## config.mk

```make
export PLATFORM = sky130hd
export DESIGN_NAME = ex_muldiv_unit
export DESIGN_NICKNAME = d
export VERILOG_FILES = /design/src/rtl/muldiv_pkg.sv /design/src/rtl/muldiv_sign_fixup.sv /design/src/rtl/ex_muldiv_unit.sv
export SDC_FILE = /design/constraint.sdc
export NUM_CORES = 1
export LEC_CHECK = 0
export CAP_MARGIN = 15
export CORE_MARGIN = 5
export CORE_UTILIZATION = 25
export CTS_BUF_LIST = sky130_fd_sc_hd__clkbuf_8
export CTS_CLUSTER_DIAMETER = 120
export CTS_CLUSTER_SIZE = 40
export DETAILED_ROUTE_END_ITERATION = 12
export GPL_TIMING_DRIVEN = 1
export PLACE_DENSITY = 0.49
export SLEW_MARGIN = 20
export SYNTH_ARGS = -nofsm -noshare
export SYNTH_HDL_FRONTEND = slang
export SYNTH_SLANG_ARGS = --single-unit
```

## constraint.sdc

```tcl
create_clock -name clk -period 10.8 [get_ports clk]
set_input_delay 2.16 -clock clk [delete_from_list [all_inputs] [get_ports clk]]
set_output_delay 2.16 -clock clk [all_outputs]
set_load 0.01 [all_outputs]
```

## src/rtl/muldiv_pkg.sv

```systemverilog
// Shared encodings and constants for the iterative RV32M multiply/divide unit.
// Optional build macro used by ex_muldiv_unit: MULDIV_EARLY_OUT_EN.
package muldiv_pkg;

    localparam int XLEN = 32;

    localparam logic [XLEN-1:0] MD_DIV0_Q = 32'hFFFF_FFFF;
    localparam logic [XLEN-1:0] MD_OVF_Q  = 32'h8000_0000;

    typedef enum logic [2:0] {
        MD_MUL    = 3'd0,
        MD_MULH   = 3'd1,
        MD_MULHSU = 3'd2,
        MD_MULHU  = 3'd3,
        MD_DIV    = 3'd4,
        MD_DIVU   = 3'd5,
        MD_REM    = 3'd6,
        MD_REMU   = 3'd7
    } md_op_e;

    typedef enum logic [1:0] {
        IDLE    = 2'd0,
        ITER    = 2'd1,
        SPECIAL = 2'd2,
        DONE    = 2'd3
    } md_state_e;

    function automatic logic md_is_div(input logic [2:0] op);
        return op[2];
    endfunction

    // MUL is treated as signed x signed; its low word is identical either way.
    function automatic logic md_signed_a(input logic [2:0] op);
        return (op == MD_MUL) || (op == MD_MULH) || (op == MD_MULHSU) ||
               (op == MD_DIV) || (op == MD_REM);
    endfunction

    function automatic logic md_signed_b(input logic [2:0] op);
        return (op == MD_MUL) || (op == MD_MULH) ||
               (op == MD_DIV) || (op == MD_REM);
    endfunction

endpackage

```

## src/rtl/muldiv_sign_fixup.sv

```systemverilog
// Final sign correction and word selection for the multiply/divide unit.
// Turns the unsigned-magnitude accumulator into the architectural result word.
module muldiv_sign_fixup
    import muldiv_pkg::*;
(
    input  logic [2:0]        i_op,
    input  logic              i_neg_a,
    input  logic              i_neg_b,
    input  logic              i_div0,
    input  logic              i_ovf,
    input  logic [2*XLEN-1:0] i_acc,
    output logic [XLEN-1:0]   o_result
);

    logic [2*XLEN-1:0] w_prod;
    logic [XLEN-1:0]   w_quot;
    logic [XLEN-1:0]   w_rem;
    logic              w_neg_res;

    // For divides the accumulator holds {remainder, quotient}; for multiplies the product.
    always_comb begin
        w_neg_res = i_neg_a ^ i_neg_b;
        w_prod    = w_neg_res ? -i_acc : i_acc;
        w_quot    = w_neg_res ? -i_acc[XLEN-1:0] : i_acc[XLEN-1:0];
        w_rem     = i_neg_a ? -i_acc[2*XLEN-1:XLEN] : i_acc[2*XLEN-1:XLEN];

        if (i_div0) begin
            w_quot = MD_DIV0_Q;
        end
        if (i_ovf) begin
            w_quot = MD_OVF_Q;
            w_rem  = '0;
        end

        if (!md_is_div(i_op)) begin
            o_result = (i_op == MD_MUL) ? w_prod[XLEN-1:0] : w_prod[2*XLEN-1:XLEN];
        end else begin
            o_result = i_op[1] ? w_rem : w_quot;
        end
    end

endmodule

```

## src/rtl/ex_muldiv_unit.sv

```systemverilog
// Iterative radix-2 RV32M multiply/divide execute unit; stalls the front end while busy.
// Optional build macro: MULDIV_EARLY_OUT_EN (multiplies finish once the multiplier is exhausted).
module ex_muldiv_unit #(
    parameter int XLEN  = 32,
    parameter int CNT_W = 5
) (
    input  logic            clk,
    input  logic            reset,
    input  logic            start,
    input  logic [2:0]      op,
    input  logic [XLEN-1:0] rs1_val,
    input  logic [XLEN-1:0] rs2_val,
    input  logic [4:0]      rd_in,
    input  logic            flush,
    output logic            stall_req,
    output logic            busy,
    output logic            result_valid,
    output logic [XLEN-1:0] result,
    output logic [4:0]      rd_out
);

    import muldiv_pkg::md_state_e;
    import muldiv_pkg::IDLE;
    import muldiv_pkg::ITER;
    import muldiv_pkg::SPECIAL;
    import muldiv_pkg::DONE;
    import muldiv_pkg::md_is_div;
    import muldiv_pkg::md_signed_a;
    import muldiv_pkg::md_signed_b;

    localparam int ACC_W = 2 * XLEN;

    md_state_e          r_state;
    md_state_e          w_state_next;
    logic               w_accept;

    logic [CNT_W-1:0]   r_cnt;
    logic [2:0]         r_op;
    logic [4:0]         r_rd;
    logic               r_neg_a;
    logic               r_neg_b;
    logic               r_div0;
    logic               r_ovf;
    logic [ACC_W-1:0]   r_acc;
    logic [ACC_W-1:0]   r_mcand;
    logic [XLEN-1:0]    r_opb;

    logic               r_result_valid;
    logic [XLEN-1:0]    r_result;
    logic [4:0]         r_rd_out;

    logic               w_neg_a;
    logic               w_neg_b;
    logic [XLEN-1:0]    w_mag_a;
    logic [XLEN-1:0]    w_mag_b;
    logic               w_div0;
    logic               w_ovf;
    logic               w_early_out;

    logic [ACC_W-1:0]   w_mul_acc;
    logic [XLEN:0]      w_rem_sh;
    logic [XLEN:0]      w_diff;
    logic               w_ge;
    logic [ACC_W-1:0]   w_div_acc;
    logic [ACC_W-1:0]   w_acc_step;
    logic [ACC_W-1:0]   w_acc_final;
    logic [XLEN-1:0]    w_fix_result;

    // Operand decode for the incoming EX-stage instruction.
    assign w_neg_a = md_signed_a(op) & rs1_val[XLEN-1];
    assign w_neg_b = md_signed_b(op) & rs2_val[XLEN-1];
    assign w_mag_a = w_neg_a ? -rs1_val : rs1_val;
    assign w_mag_b = w_neg_b ? -rs2_val : rs2_val;
    assign w_div0  = md_is_div(op) & (rs2_val == '0);
    assign w_ovf   = md_is_div(op) & ~op[0] &
                     (rs1_val == {1'b1, {(XLEN-1){1'b0}}}) & (rs2_val == '1);

`ifdef MULDIV_EARLY_OUT_EN
    assign w_early_out = ~md_is_div(r_op) & (r_opb == '0);
`else
    assign w_early_out = 1'b0;
`endif

    // One shift-add multiply step: the multiplicand walks left, the multiplier right.
    assign w_mul_acc = r_acc + (r_opb[0] ? r_mcand : {ACC_W{1'b0}});

    // One restoring divide step on {remainder, dividend/quotient}.
    assign w_rem_sh  = {r_acc[ACC_W-1:XLEN], r_acc[XLEN-1]};
    assign w_diff    = w_rem_sh - {1'b0, r_opb};
    assign w_ge      = ~w_diff[XLEN];
    assign w_div_acc = {(w_ge ? w_diff[XLEN-1:0] : w_rem_sh[XLEN-1:0]),
                        r_acc[XLEN-2:0], w_ge};

    assign w_acc_step  = md_is_div(r_op) ? w_div_acc : w_mul_acc;
    assign w_acc_final = (r_state == ITER) ? w_acc_step : r_acc;

    always_ff @(posedge clk or posedge reset) begin
        if (reset) begin
            r_state <= IDLE;
        end else begin
            r_state <= w_state_next;
        end
    end

    always_comb begin
        w_state_next = r_state;
        w_accept     = 1'b0;
        case (r_state)
            IDLE: begin
                if (start && !flush) begin
                    w_accept     = 1'b1;
                    w_state_next = (w_div0 || w_ovf) ? SPECIAL : ITER;
                end
            end
            ITER: begin
                if (flush) begin
                    w_state_next = IDLE;
                end else if ((r_cnt == CNT_W'(XLEN - 1)) || w_early_out) begin
                    w_state_next = DONE;
                end
            end
            SPECIAL: begin
                w_state_next = flush ? IDLE : DONE;
            end
            DONE: begin
                // The finished instruction has already left EX, so flush cannot kill it.
                w_state_next = IDLE;
            end
            default: begin
                w_state_next = IDLE;
            end
        endcase
    end

    always_ff @(posedge clk or posedge reset) begin
        if (reset) begin
            r_cnt   <= '0;
            r_op    <= '0;
            r_rd    <= '0;
            r_neg_a <= 1'b0;
            r_neg_b <= 1'b0;
            r_div0  <= 1'b0;
            r_ovf   <= 1'b0;
            r_acc   <= '0;
            r_mcand <= '0;
            r_opb   <= '0;
        end else if (w_accept) begin
            r_cnt   <= '0;
            r_op    <= op;
            r_rd    <= rd_in;
            r_neg_a <= w_neg_a;
            r_neg_b <= w_neg_b;
            r_div0  <= w_div0;
            r_ovf   <= w_ovf;
            r_mcand <= {{XLEN{1'b0}}, w_mag_a};
            r_opb   <= w_mag_b;
            // A divide by zero parks |rs1| in the remainder half so the fixup yields rs1.
            if (!md_is_div(op)) begin
                r_acc <= '0;
            end else if (w_div0) begin
                r_acc <= {w_mag_a, {XLEN{1'b0}}};
            end else begin
                r_acc <= {{XLEN{1'b0}}, w_mag_a};
            end
        end else if (r_state == ITER) begin
            r_cnt <= r_cnt + CNT_W'(1);
            r_acc <= w_acc_step;
            if (!md_is_div(r_op)) begin
                r_mcand <= r_mcand << 1;
                r_opb   <= r_opb >> 1;
            end
        end
    end

    muldiv_sign_fixup u_fixup (
        .i_op     (r_op),
        .i_neg_a  (r_neg_a),
        .i_neg_b  (r_neg_b),
        .i_div0   (r_div0),
        .i_ovf    (r_ovf),
        .i_acc    (w_acc_final),
        .o_result (w_fix_result)
    );

    // Result is captured on the edge entering DONE and then held until the next op.
    always_ff @(posedge clk or posedge reset) begin
        if (reset) begin
            r_result_valid <= 1'b0;
            r_result       <= '0;
            r_rd_out       <= '0;
        end else begin
            r_result_valid <= (w_state_next == DONE);
            if (w_state_next == DONE) begin
                r_result <= w_fix_result;
                r_rd_out <= r_rd;
            end
        end
    end

    assign stall_req    = ((r_state == IDLE) & start & ~flush) |
                          (r_state == ITER) | (r_state == SPECIAL);
    assign busy         = (r_state != IDLE);
    assign result_valid = r_result_valid;
    assign result       = r_result;
    assign rd_out       = r_rd_out;

endmodule
```

# Yosys cells after proc, flatten, opt, wreduce, memory -nomap -nowiden

Cells that the tools add are included.

Flip-flop bits (word level): 217
Input bits: 76

Add/sub/neg operators: 8
Equal/unequal tests: 12
Mux-type cells: 34
Bitwise gates (word level): 14
Reductions and logical operators: 16

Operators with widths:

| kind                 | count |
|---|---|
| $mux 64              | 10 |
| $mux 32              | 14 |
| $neg 32->32          | 4 |
| $add 64x64->64       | 1 |
| $eq 32x32->1 const B | 2 |
| $neg 64->64          | 1 |
| $sub 33x32->33       | 1 |
| $logic_not 32->1     | 1 |
| $mux 2               | 5 |
| $mux 5               | 2 |
| $and 1x1->1          | 8 |
| $pmux 2 s4           | 1 |
| $logic_or 1x1->1     | 7 |
| $eq 2x2->1 const B   | 3 |
| $eq 3x3->1 const B   | 2 |
| $logic_not 3->1      | 2 |
| $add 5x1->5 const B  | 1 |
| $eq 5x5->1 const B   | 1 |
| $reduce_bool 2->1    | 2 |
| $eq 3x1->1 const B   | 1 |
| $eq 3x2->1 const B   | 1 |
| $not 1->1            | 3 |
| $eq 2x1->1 const B   | 1 |
| $logic_not 2->1      | 1 |
| other kinds (7)      | 9 |

# Longest topological paths before layout

Depth after elaboration: 10
Depth in mapped cells: 23
Mapped depth without buffers: 21

# Modules after synthesis

Synthesis repeated with hierarchy kept, for this count alone.

Cells, all modules: 2803
Area total of the unflattened synthesis: 21294.2 µm²

Modules (own cells, without submodules):

| module            | instances | cells each | area each (µm²) | seq. area each (µm²) |
|---|---|---|---|---|
| ex_muldiv_unit    | 1         | 2267       | 17882.2         | 5430.2 |
| muldiv_sign_fixup | 1         | 536        | 3412.0          | 0.0 |

# Worst setup path after synthesis

OpenSTA, ideal clock, no wires.

Kind: input port to output port
From: in flush
To: out stall_req
Data arrival time: 3114 ps
Data required time: 8640 ps
Slack: 5526 ps
Stages on the path: 4
Path through: or3b_2 -> clkbuf_1 -> clkbuf_1 -> nand2_1

Word-level cells in the longest chain between the ends: 4

Ends and longest elaborated chain:

| what        | line                  | text |
|---|---|---|
| from (decl) | ex_muldiv_unit.sv:14  | `input logic flush,` |
| $not 1->1   | ex_muldiv_unit.sv:200 | `assign stall_req = ((r_state == IDLE) & start & ~flush) \|` |
| $and 1x1->1 | ex_muldiv_unit.sv:200 |  |
| $or 1x1->1  | ex_muldiv_unit.sv:200 |  |
| $or 1x1->1  | ex_muldiv_unit.sv:201 | `(r_state == ITER) \| (r_state == SPECIAL);` |
| to (decl)   | ex_muldiv_unit.sv:15  | `output logic stall_req,` |

Every way passes these cells.

# Final worst setup path

From: reg r_opb[0]
To: reg r_result[26], in the netlist result[26]

Word-level cells in the longest chain between the ends: 10
Elaborated cells between the ends (all ways): 19

Ends and longest elaborated chain:

| what                                        | line                                       | text |
|---|---|---|
| from (decl)                                 | ex_muldiv_unit.sv:46                       | `logic [XLEN-1:0] r_opb;` |
| from (signal assigned)                      | ex_muldiv_unit.sv:156                      | `r_opb <= w_mag_b;` |
| from (signal assigned)                      | ex_muldiv_unit.sv:170                      | `r_opb <= r_opb >> 1;` |
| $mux 64 or $sub 33x32->33 (tied branches)   | ex_muldiv_unit.sv:85, ex_muldiv_unit.sv:89 |  |
| $add 64x64->64 or $not 1->1 (tied branches) | ex_muldiv_unit.sv:85, ex_muldiv_unit.sv:90 |  |
| $mux 64 *                                   | ex_muldiv_unit.sv:94                       | `assign w_acc_step = md_is_div(r_op) ? w_div_acc : w_mul_acc;` |
| $mux 64 *                                   | --                                         |  |
| $neg 32->32                                 | muldiv_sign_fixup.sv:24                    | `w_quot = w_neg_res ? -i_acc[XLEN-1:0] : i_acc[XLEN-1:0];` |
| $mux 32                                     | muldiv_sign_fixup.sv:24                    |  |
| $mux 32                                     | muldiv_sign_fixup.sv:27                    | `if (i_div0) begin` |
| $mux 32                                     | muldiv_sign_fixup.sv:30                    | `if (i_ovf) begin` |
| $mux 32                                     | muldiv_sign_fixup.sv:38                    | `o_result = i_op[1] ? w_rem : w_quot;` |
| $mux 32 *                                   | muldiv_sign_fixup.sv:35                    | `if (!md_is_div(i_op)) begin` |
| to (signal assigned)                        | ex_muldiv_unit.sv:194                      | `r_result <= w_fix_result;` |
| to (decl)                                   | ex_muldiv_unit.sv:49                       | `logic [XLEN-1:0] r_result;` |

Mark *: on every way between the ends. The rest lies on a longest branch, timed or not.
A chain may end at the register's enable or synchronous reset.

==> flow_metrics.py <==
metrics = {
    "layout": {
        "fillers": 9629,
        "syn_to_final_growth_pct": 12.1,
        "stdcell_count": 4102,
        "finalNetCount": 3119,
        "drive_above_1_share_pct": 4.52,
        "fin_area_mm2": 0.0243,
    },
    "floorplan": {
        "floorplan.rows": 108,
        "die_area_mm2": 0.0928,
        "pin_count": 116,
        "core_area_mm2": 0.0865,
        "start_util_pct": 25.1,
        "die_y_um": 305,
        "die_w_um": 305,
    },
    "synthesis": {
        "yosys_warnings": 0,
        "synth-seq-cells": 217,
        "ys_seq_area_share_pct": 25.0,
        "synthArstFlopShare_pct": 100,
        "ys.flop_type": "dfrtp_1",
        "netlist_area_mm2": 0.0217,
        "synth.distinct_cells": 101,
        "syn-num-nets": 3119,
        "synth_edf_count": 0,
        "syn_avg_cell_area_um2": 7.38,
        "syn_inst": 2939,
    },
    "placement": {
        "place.gp.congestion": 1.00,
        "dp_hpwl_um": 75600,
        "place.port_buffers": 115,
        "dp_slack_ns": 4.19,
        "post_dp_cell_area_mm2": 0.0240,
        "dpl.cell_count": 4079,
    },
    "clock_tree": {
        "cts_sinks": 217,
        "root_buffer": "clkbuf_8",
        "cts.htree.levels": 1,
        "ctsLongestPathBuffers": 3,
        "cts-buffers-inserted": 13,
        "path_clk_slew_ns": 0.20,
        "cts_hold_buf": 0,
        "clk_latency_ns": 0.63,
        "tritoncts": "done",
        "cts_setup_buffers": 0,
        "cts_resized": 0,
    },
    "worst_setup_path": {
        "slowest_delay_ns": 0.64,
        "crit_fanout": 66,
        "path_common_cell": "buf_4",
        "worstPathArrival_ns": 7.30,
        "critPathTopFamily": "simple AND/OR/NAND/NOR gates",
        "reg2reg_from": "r_opb[0]",
        "rr_worst_depth": 23,
        "setup.worst_path.start": "r_opb[0]",
        "r2r_setup_slack_ns": 4.05,
        "crit_buf_inv": 4,
        "cp_num_cells": 23,
        "required_ns": 11.35,
        "r2r_end": "result[26]",
        "startpoint_type": "register",
        "critical_path.slowest_cell": "nor4_2",
        "worst-setup-path-type": "register to register",
        "path_cells": "buf_4 -> ha_1 -> fa_1 -> nand2b_1 -> a21oi_1 -> o211ai_1 -> nand2_1 -> a311oi_4 -> buf_4 -> xnor2_1 -> buf_4 -> o21ai_1 -> inv_1 -> ha_1 -> nand2_1 -> nor4_2 -> nand4_1 -> nor3_1 -> nand4_1 -> nor4_1 -> a21oi_1 -> xnor2_1 -> a221o_1",
        "endpoint_kind": "register",
    },
    "run": {
        "drv_cap": 0,
    },
    "hold_path": {
        "worstHoldStart": "r_rd[1]",
        "min_path_type": "register to register",
        "holdPathEnd": "rd_out[1]",
        "hold_depth": 2,
    },
    "detailed_routing": {
        "drt-vias-per-instance": 5.67,
        "remaining_drc_errors": 0,
        "dr.pass1.iters": 6,
        "drtIter0Drc": 2529,
        "ant_nets": 0,
        "num_vias": 23200,
        "wl_per_cell_um": 24.1,
        "finalWirelength_um": 98800,
    },
    "power_and_ir_drop": {
        "p_leak_nw": 9.73,
        "power_density_mw_per_mm2": 306,
        "p_total_mw": 7.44,
        "ir_drop_v": 0.000130,
    },
    "timing": {
        "fmax_ghz": 0.148,
        "max_slew_margin_pct": 26.4,
        "fin_crit_ns": 6.75,
        "finClkSkew_ns": 0.0494,
        "worst_slew_pin_slew_ns": 1.10,
        "fin_crit_sh_pct": 62.5,
        "hold_viol_final": 0,
        "setup_viol": 0,
        "worst_slack_ns": 4.05,
        "rsz0062_at_grt": "false",
        "final.setup.tns_ns": 0,
        "slew_viol_final": 0,
    },
    "grt": {
        "grt_pass1_vias": 22200,
        "track_usage_pct": 20.3,
        "grt_first_pass_wirelength_um": 147000,
        "grt_overflow_total": 0,
        "antenna_found_initial": 3,
        "grt_max_degree": 117,
    },
    "status": {
        "status": "finished, final reports clean",
    },
}
cells in the mapped netlist, types with 13 or more instances:
master | count | area (um2)
mux2i_1 | 55 | 551
o31ai_1 | 35 | 263
nor2_1 | 220 | 826
nand2b_1 | 36 | 225
nor3_1 | 67 | 335
nand4_1 | 54 | 338
nand2_1 | 482 | 1810
o21bai_1 | 13 | 97.6
o22ai_1 | 56 | 350
inv_1 | 70 | 263
ha_1 | 102 | 1280
and2_1 | 76 | 475
a211oi_1 | 31 | 233
o21ai_0 | 211 | 1060
a211o_1 | 13 | 114
xnor2_1 | 114 | 998
a221oi_1 | 22 | 193
a31oi_1 | 73 | 457
clkbuf_1 | 149 | 559
nand3_1 | 71 | 355
nor4_1 | 23 | 144
dfrtp_1 | 217 | 5430
or3_1 | 21 | 131
a21oi_1 | 270 | 1350
o211ai_1 | 30 | 225
o21a_1 | 22 | 165
xor2_1 | 79 | 692
buf_1 | 15 | 56.3
o21ai_1 | 14 | 70.1
and3_1 | 48 | 300
a21o_1 | 26 | 195
worst register-to-register path, cell delays in order, from the launching register on:
cell and delay (ns):
dfrtp_1 0.35, buf_4 0.54, ha_1 0.33, fa_1 0.21, nand2b_1 0.13, a21oi_1 0.14, o211ai_1 0.20, nand2_1 0.18
a311oi_4 0.32, buf_4 0.32, xnor2_1 0.19, buf_4 0.22, o21ai_1 0.18, inv_1 0.20, ha_1 0.22, nand2_1 0.09
nor4_2 0.64, nand4_1 0.30, nor3_1 0.46, nand4_1 0.45, nor4_1 0.41, a21oi_1 0.12, xnor2_1 0.15, a221o_1 0.33
stage by stage:
stage	hold WS, ns	util [%]
6_report	0.490	28.1
5_1_grt	0.526	28.1
4_1_cts	0.497	28.1
3_5_place_dp	0.455	27.8
3_3_place_gp	0.448	27.8
2_1_floorplan	0.439	-
report_power, final:
part           switching (mW)  internal (mW)
clock network           0.346          0.133
registers               0.379           1.12
logic                    3.60           1.87
placed cells by master, fill, tap and decap left out, types with 14 or more instances in the layout:
cell and n:
xor2_1 78, o21ai_0 211, a211oi_1 31, a221oi_1 22, a21oi_1 270, a31oi_1 73
xnor2_1 113, nor2_1 218, clkdlybuf4s50_1 115, o211ai_1 30, nand3_1 71, nor3_1 66
a21o_1 26, o22ai_1 56, inv_1 71, o21ai_1 14, nand2_1 481, or3_1 21
nand4_1 54, nand2b_1 35, o21a_1 22, ha_1 102, nor4_1 23, and2_1 76
and3_1 48, buf_4 43, mux2i_1 55, o31ai_1 35, dfrtp_1 216
registers in the layout (all words and copies together) (netlist names):
| signal | flops |
|---|---|
| result | 32 |
| r_opb | 32 |
| r_mcand | 64 |
| r_state | 2 |
| r_rd | 5 |
| result_valid | 1 |
| r_ovf | 1 |
| r_op | 3 |
| r_neg_a | 1 |
| r_neg_b | 1 |
| r_cnt | 5 |
| r_div0 | 1 |
| rd_out | 5 |
| r_acc | 64 |
per-layer routing:
metal	up-vias	global-route usage [%]	routed length (um)
li1	10800	-	-
met1	11200	27.5	42100
met2	1061	32.6	44100
met3	189	2.84	7800
met4	0	8.05	4790
met5	-	0	0
worst max path at each step:
| stage | end | slack (ns) |
|---|---|---|
| 2_1_floorplan | r_acc[0] | 2.70 |
| 3_3_place_gp | result[26] | 4.31 |
| 3_5_place_dp | result[26] | 4.19 |
| 4_1_cts | result[26] | 4.22 |
| 5_1_grt | result[26] | 3.59 |
| 6_report | result[26] | 4.05 |
cell type report:
cell class,instances,area [um2],share of cell area [%]
Multi-Input combinational cell,2474,15400,63.2
Sequential cell,217,5430,22.3
Timing Repair Buffer,160,1510,6.22
Tap cell,1155,1450,5.94
Inverter,73,282,1.16
Clock buffer,13,179,0.736
Clock inverter,8,97.6,0.401
Antenna cell,2,5.00,0.0206
kinds of logic (layout without fill, tap and decap cells):
logic type,count (synthesis),count (layout),share of synthesized area [%]
AOI/OAI and AO/OA,957,957,28.5
buffers and inverters,248,254,4.44
adders and majority gates,104,104,6.07
and+or+nand+nor,1155,1155,25.1
other,0,2,0
muxes,64,64,3.02
DFF,217,217,25.0
xor gates and xnor gates,194,194,7.86
(Power assumes the default switching activity.)
